<file path="config.mk">
export PLATFORM = sky130hd
export DESIGN_NAME = regfile_dump_flat
export DESIGN_NICKNAME = d
export VERILOG_FILES = /design/src/rtl/regfile_dump_if.sv /design/src/rtl/regfile_dump.sv /design/src/flat_wrapper.sv
export SDC_FILE = /design/constraint.sdc
export NUM_CORES = 1
export LEC_CHECK = 0
export ABC_CLOCK_PERIOD_IN_PS = 3200
export CORE_MARGIN = 2
export CORE_UTILIZATION = 23
export DETAILED_ROUTE_END_ITERATION = 10
export GPL_ROUTABILITY_DRIVEN = 0
export GPL_TIMING_DRIVEN = 0
export HOLD_SLACK_MARGIN = 0.15
export PLACE_DENSITY = 0.42
export SETUP_SLACK_MARGIN = 0.3
export SYNTH_ARGS = -nofsm -noshare
export SYNTH_HDL_FRONTEND = slang
export SYNTH_SLANG_ARGS = --single-unit
</file>
<file path="constraint.sdc">
create_clock -name clk -period 3.2 [get_ports clk]
set_input_delay 0.64 -clock clk [delete_from_list [all_inputs] [get_ports clk]]
set_output_delay 0.64 -clock clk [all_outputs]
set_load 0.1 [all_outputs]
</file>
<file path="src/rtl/regfile_dump_if.sv">
// regfile_dump_if
//   Bundles the control, register-file read and beat-stream signals of the
//   register dump engine.
//   master : the dump engine (drives busy/done/rf_addr and the beat stream)
//   slave  : the surrounding system (drives start/range, rf_data, m_ready)
//   Signals:
//     start, first_addr, last_addr : dump request and inclusive address range
//     busy, done                   : engine status
//     rf_addr, rf_data             : asynchronous register file read port
//     m_data, m_valid, m_ready     : beat stream payload and handshake
//     m_wlast, m_last              : end-of-word and end-of-dump markers
interface regfile_dump_if #(
  parameter int DW = 64,
  parameter int AW = 5,
  parameter int BW = 16
) ();
  logic          start;
  logic [AW-1:0] first_addr;
  logic [AW-1:0] last_addr;
  logic          busy;
  logic          done;
  logic [AW-1:0] rf_addr;
  logic [DW-1:0] rf_data;
  logic [BW-1:0] m_data;
  logic          m_valid;
  logic          m_ready;
  logic          m_wlast;
  logic          m_last;

  modport master (
    input  start, first_addr, last_addr, rf_data, m_ready,
    output busy, done, rf_addr, m_data, m_valid, m_wlast, m_last
  );

  modport slave (
    output start, first_addr, last_addr, rf_data, m_ready,
    input  busy, done, rf_addr, m_data, m_valid, m_wlast, m_last
  );
endinterface

</file>
<file path="src/rtl/regfile_dump.sv">
// regfile_dump
//   Walks an inclusive (wrapping) range of register addresses, snapshots each
//   DW-bit word in a LOAD cycle and streams it as DW/BW beats, LSB beat first.
//   Ports:
//     clk  : clock, all state changes on the rising edge
//     rst  : asynchronous active-low reset
//     bus  : regfile_dump_if master modport (control, rf read port, stream)
module regfile_dump #(
  parameter int DW = 64,
  parameter int AW = 5,
  parameter int BW = 16
) (
  input logic            clk,
  input logic            rst,
  regfile_dump_if.master bus
);
  localparam int NB  = DW / BW;
  localparam int BCW = (NB > 1) ? $clog2(NB) : 1;
  localparam logic [BCW-1:0] LAST_BEAT = BCW'(NB - 1);

  localparam logic [1:0] S_IDLE = 2'd0;
  localparam logic [1:0] S_LOAD = 2'd1;
  localparam logic [1:0] S_SEND = 2'd2;
  localparam logic [1:0] S_DONE = 2'd3;

  logic [1:0]     state_q,    state_d;
  logic [AW-1:0]  rf_addr_q,  rf_addr_d;
  logic [AW-1:0]  end_addr_q, end_addr_d;
  logic [DW-1:0]  sh_q,       sh_d;
  logic [BCW-1:0] beat_q,     beat_d;

  logic send_s;
  logic hs_s;
  logic wlast_s;
  logic at_end_s;

  assign send_s   = (state_q == S_SEND);
  assign hs_s     = send_s && bus.m_ready;
  assign wlast_s  = (beat_q == LAST_BEAT);
  assign at_end_s = (rf_addr_q == end_addr_q);

  // Next-state logic for the dump sequencer and its datapath.
  always_comb begin
    state_d    = state_q;
    rf_addr_d  = rf_addr_q;
    end_addr_d = end_addr_q;
    sh_d       = sh_q;
    beat_d     = beat_q;
    case (state_q)
      S_IDLE: begin
        if (bus.start) begin
          rf_addr_d  = bus.first_addr;
          end_addr_d = bus.last_addr;
          state_d    = S_LOAD;
        end else begin
          state_d    = S_IDLE;
        end
      end
      S_LOAD: begin
        // Snapshot: later writes to this address do not reach the beats.
        sh_d    = bus.rf_data;
        beat_d  = {BCW{1'b0}};
        state_d = S_SEND;
      end
      S_SEND: begin
        if (hs_s && !wlast_s) begin
          sh_d   = sh_q >> BW;
          beat_d = beat_q + BCW'(1);
        end else if (hs_s && at_end_s) begin
          state_d = S_DONE;
        end else if (hs_s) begin
          // Address wraps naturally modulo 2^AW.
          rf_addr_d = rf_addr_q + AW'(1);
          state_d   = S_LOAD;
        end else begin
          state_d = S_SEND;
        end
      end
      S_DONE: begin
        state_d = S_IDLE;
      end
      default: begin
        state_d = S_IDLE;
      end
    endcase
  end

  // State and datapath registers; reset aborts any dump in progress.
  always_ff @(posedge clk or negedge rst) begin
    if (!rst) begin
      state_q    <= S_IDLE;
      rf_addr_q  <= {AW{1'b0}};
      end_addr_q <= {AW{1'b0}};
      sh_q       <= {DW{1'b0}};
      beat_q     <= {BCW{1'b0}};
    end else begin
      state_q    <= state_d;
      rf_addr_q  <= rf_addr_d;
      end_addr_q <= end_addr_d;
      sh_q       <= sh_d;
      beat_q     <= beat_d;
    end
  end

  // Outputs decode directly from registered state so they clear
  // asynchronously with reset; stream fields are zero whenever not valid.
  assign bus.rf_addr = rf_addr_q;
  assign bus.busy    = (state_q != S_IDLE);
  assign bus.done    = (state_q == S_DONE);
  assign bus.m_valid = send_s;
  assign bus.m_data  = send_s ? sh_q[BW-1:0] : {BW{1'b0}};
  assign bus.m_wlast = send_s && wlast_s;
  assign bus.m_last  = send_s && wlast_s && at_end_s;
endmodule

</file>
<file path="src/flat_wrapper.sv">
// flat-port wrapper written by rule: the top's interface ports become plain ports
module regfile_dump_flat 
#(
  parameter int DW = 64,
  parameter int AW = 5,
  parameter int BW = 16
)
  (clk, rst, bus_start, bus_first_addr, bus_last_addr, bus_rf_data, bus_m_ready, bus_busy, bus_done, bus_rf_addr, bus_m_data, bus_m_valid, bus_m_wlast, bus_m_last);
  regfile_dump_if #(.DW(DW), .AW(AW), .BW(BW)) bus_i ();
  input logic clk;
  input logic rst;
  input wire logic [$bits(bus_i.start)-1:0] bus_start;
  input wire logic [$bits(bus_i.first_addr)-1:0] bus_first_addr;
  input wire logic [$bits(bus_i.last_addr)-1:0] bus_last_addr;
  input wire logic [$bits(bus_i.rf_data)-1:0] bus_rf_data;
  input wire logic [$bits(bus_i.m_ready)-1:0] bus_m_ready;
  output wire logic [$bits(bus_i.busy)-1:0] bus_busy;
  output wire logic [$bits(bus_i.done)-1:0] bus_done;
  output wire logic [$bits(bus_i.rf_addr)-1:0] bus_rf_addr;
  output wire logic [$bits(bus_i.m_data)-1:0] bus_m_data;
  output wire logic [$bits(bus_i.m_valid)-1:0] bus_m_valid;
  output wire logic [$bits(bus_i.m_wlast)-1:0] bus_m_wlast;
  output wire logic [$bits(bus_i.m_last)-1:0] bus_m_last;
  assign bus_i.start = bus_start;
  assign bus_i.first_addr = bus_first_addr;
  assign bus_i.last_addr = bus_last_addr;
  assign bus_i.rf_data = bus_rf_data;
  assign bus_i.m_ready = bus_m_ready;
  assign bus_busy = bus_i.busy;
  assign bus_done = bus_i.done;
  assign bus_rf_addr = bus_i.rf_addr;
  assign bus_m_data = bus_i.m_data;
  assign bus_m_valid = bus_i.m_valid;
  assign bus_m_wlast = bus_i.m_wlast;
  assign bus_m_last = bus_i.m_last;
  regfile_dump #(.DW(DW), .AW(AW), .BW(BW)) u_core (.clk(clk), .rst(rst), .bus(bus_i));
endmodule
</file>
==> impl_results.md <==
- Status: completed
- Min-delay worst type: flop to flop
- Synth top area share: 0.515
- Commonest non-fill, non-tap cell in the layout: nand2_1
- Register bit count reported by yosys: 78
- Row Count: 46
- Via count: 3043
- Die height: 132 um
- Syn avg cell area: 10.0 um^2
- First-pass GRT wire length: 18200 um
- Clock slew at reported path FFs: 0.06 ns
- Worst slew margin: 0.352
- Top post-synthesis cells by area: dfrtp_1, mux2i_1, o21ai_0
- Vias in the first global route: 3223
- Clock Latency Late Sink: 0.33 ns
- Core box area: 16000 um^2
- Worst-case clock buffer depth: 2
- Antenna viol nets, final: 0
- LEAKAGE: 2.57 nW
- Max cap viols: 0
- Worst EP required: 2.56 ns
- Synthesis-to-finish area growth: 43.3%
- Mapped Cells: 378
- Pwr Density: 1070 nW/um^2
- Synth unique cells: 35
- Slew Viols, Final: 0
- Largest net degree at the start of global routing: 69
- Post-DP HPWL: 8570 um
- Mean number of vias per cell: 4.26
- CP endpoint kind: output pin
- Die area: 17500 um^2
- # port buffers: 103
- Achievable Freq: 0.356 GHz
- Most frequent cells in the layout: nand2_1, clkdlybuf4s50_1, dfrtp_1
- Fin crit period: 2.81 ns
- # clock sinks: 78
- # diodes: 0
- Syn_nets: 458
- Final setup vio count: 0
- Num CTS Buffers: 9
- Hold violation count in the final report: 0
- TNS Setup: 0 ns
- Residual DRC: 0
- Root buf cell: clkbuf_16
- Nets@finish: 574
- Gr ovfl total: 0
- Critical Path AT: 2.17 ns
- Die Span X: 132 um
- Sequential area share after synthesis: 0.515
- Iter 0 DRT Violations: 198
- CP max-delay cell: buf_2
- CP max FO: 10
- Yosys Warn Count: 0
- Share of layout cells above drive strength 1: 0.162
- Setup CP Type: flop to output pin
- Startpoint types: flop
- Postcts setup bufs: 0
- Avg WL per Cell: 15.7 um
- Worst path max stage delay: 0.42 ns
- DRT Wirelength: 11200 um
- CTS tree: done
- Ports: 104
- RSZ-0062 raised after global routing: true
- DRT Pass-1 Iters: 4
- Final Cell Area: 5430 um^2
- Antenna violations before repair: 0
- Worst-path cell chain: buf_6, nand2b_4, buf_6, inv_2, buf_2, clkbuf_2, and2_1, buf_2
- Layout Skew: 0.00558 ns
- GRT Total Usage: 0.134
- Initial Utilization: 0.237
- Dpl cell area: 5130 um^2
- Synthesized cell area: 3790 um^2
- # H-tree levels: 3
- VDD IR max: 0.333 mV
- Pin slew with the least headroom to its limit: 0.969 ns
- Part of the cycle the worst path needs: 0.877
- Yosys top cell by area: dfrtp_1
-- worst max-delay path: cells and delay by family, from the launching register on --
family | cells | cell delay [ns]
and+or+nand+nor | 2 | 0.29
buffers and inverters | 6 | 1.17
DFF | 1 | 0.37
-- synthesized netlist by cell type --
master     count
nand2b_4       1
ha_1           2
a22o_1         2
o22ai_1        2
buf_2         12
nor4_4         1
a221oi_1       1
dfrtp_1       78
nor3b_2        1
a41oi_2        1
inv_1          3
and3_1         1
nor4_1         1
nand2_1       87
nor3_2         1
o21ai_0       66
mux2_4         1
mux2_2         5
a21oi_2        1
a211o_1        1
a2bb2oi_1      3
mux2i_1       49
or2_2          1
xor2_1         5
and2_1        20
nor2b_1        2
a21o_1         1
a21oi_1        3
nand3_1        4
nor2_1         3
buf_6          2
a211oi_1       3
inv_2          1
clkbuf_1       9
buf_4          4
-- registers in the layout, summed over array words and instances (netlist names) --
signal,count
u_core.beat_q,2
u_core.bus.rf_addr,5
u_core.end_addr_q,5
u_core.sh_q,64
u_core.state_q,2
-- area by class of cell --
type / instances / area [um^2]
Timing Repair Buffer: 105 / 1010
Clock buffer: 11 / 253
Buffer: 27 / 149
Tap cell: 216 / 270
Multi-Input combinational cell: 269 / 1700
Clock inverter: 5 / 81.3
Fill cell: 1730 / 10600
Inverter: 4 / 15.0
Sequential cell: 78 / 1950
-- layer usage --
| metal | share of wire | vias to the layer above | wire, um | track usage |
|---|---|---|---|---|
| li1 | - | 1528 | - | - |
| met1 | 0.50 | 1433 | 5560 | 0.185 |
| met2 | 0.45 | 69 | 5070 | 0.206 |
| met3 | 0.034 | 13 | 384 | 0.0231 |
| met4 | 0.016 | 0 | 180 | 0.0573 |
| met5 | 0 | - | 0 | 0 |
-- cells by family after synthesis --
logic type | Yosys count | synth area share
fa+ha+maj | 2 | 0.00660
mux | 55 | 0.148
compound gates | 84 | 0.125
flops | 78 | 0.515
xor+xnor | 5 | 0.0116
buf+inv | 31 | 0.0426
simple gates | 123 | 0.151
-- where the power goes --
group	switching (mW)	internal (mW)	leakage, nW
Combinational	1.95	0.967	1.44
Clock	0.415	0.726	0.162
Sequential	0.283	1.45	0.972
-- repair_timing --
item                                   4_1_cts  5_1_grt
gates cloned                                 0        0
endpoints found under the hold margin       10        0
hold buffers                                 1        0
setup endpoints to repair                   19       18
gates resized for setup                     96       15
-- final timing paths --
path / startpoint / to / slack [ns] / cells after the start
max reg2reg: u_core.state_q[1]$_DFFE_PN0P_ / u_core.sh_q[59]$_DFFE_PN0P_ / 1.16 / 8
min reg2reg: u_core.sh_q[12]$_DFFE_PN0P_ / u_core.sh_q[12]$_DFFE_PN0P_ / 0.47 / 2
min: u_core.sh_q[12]$_DFFE_PN0P_ / u_core.sh_q[12]$_DFFE_PN0P_ / 0.47 / 2
min in group asynchronous: rst / u_core.sh_q[56]$_DFFE_PN0P_ / 0.69 / 2
max: u_core.state_q[0]$_DFFE_PN0P_ / bus_m_data[15] / 0.39 / 8
max in group asynchronous: rst / u_core.sh_q[1]$_DFFE_PN0P_ / 1.93 / 3
-- stage by stage --
stage	worst slack (ns)	util	std cells	power, mW	hold slack (ns)
finish	0.395	0.339	715	5.78	0.472
CTS	0.0723	0.339	715	5.85	0.476
global route	0.254	0.339	715	6.20	0.499
floorplan	0.270	-	378	3.87	0.344
global placement	-1.46	0.319	697	4.65	0.459
detailed placement	-0.152	0.321	698	4.71	0.462
Note: power is estimated with default switching activity, not from simulation.
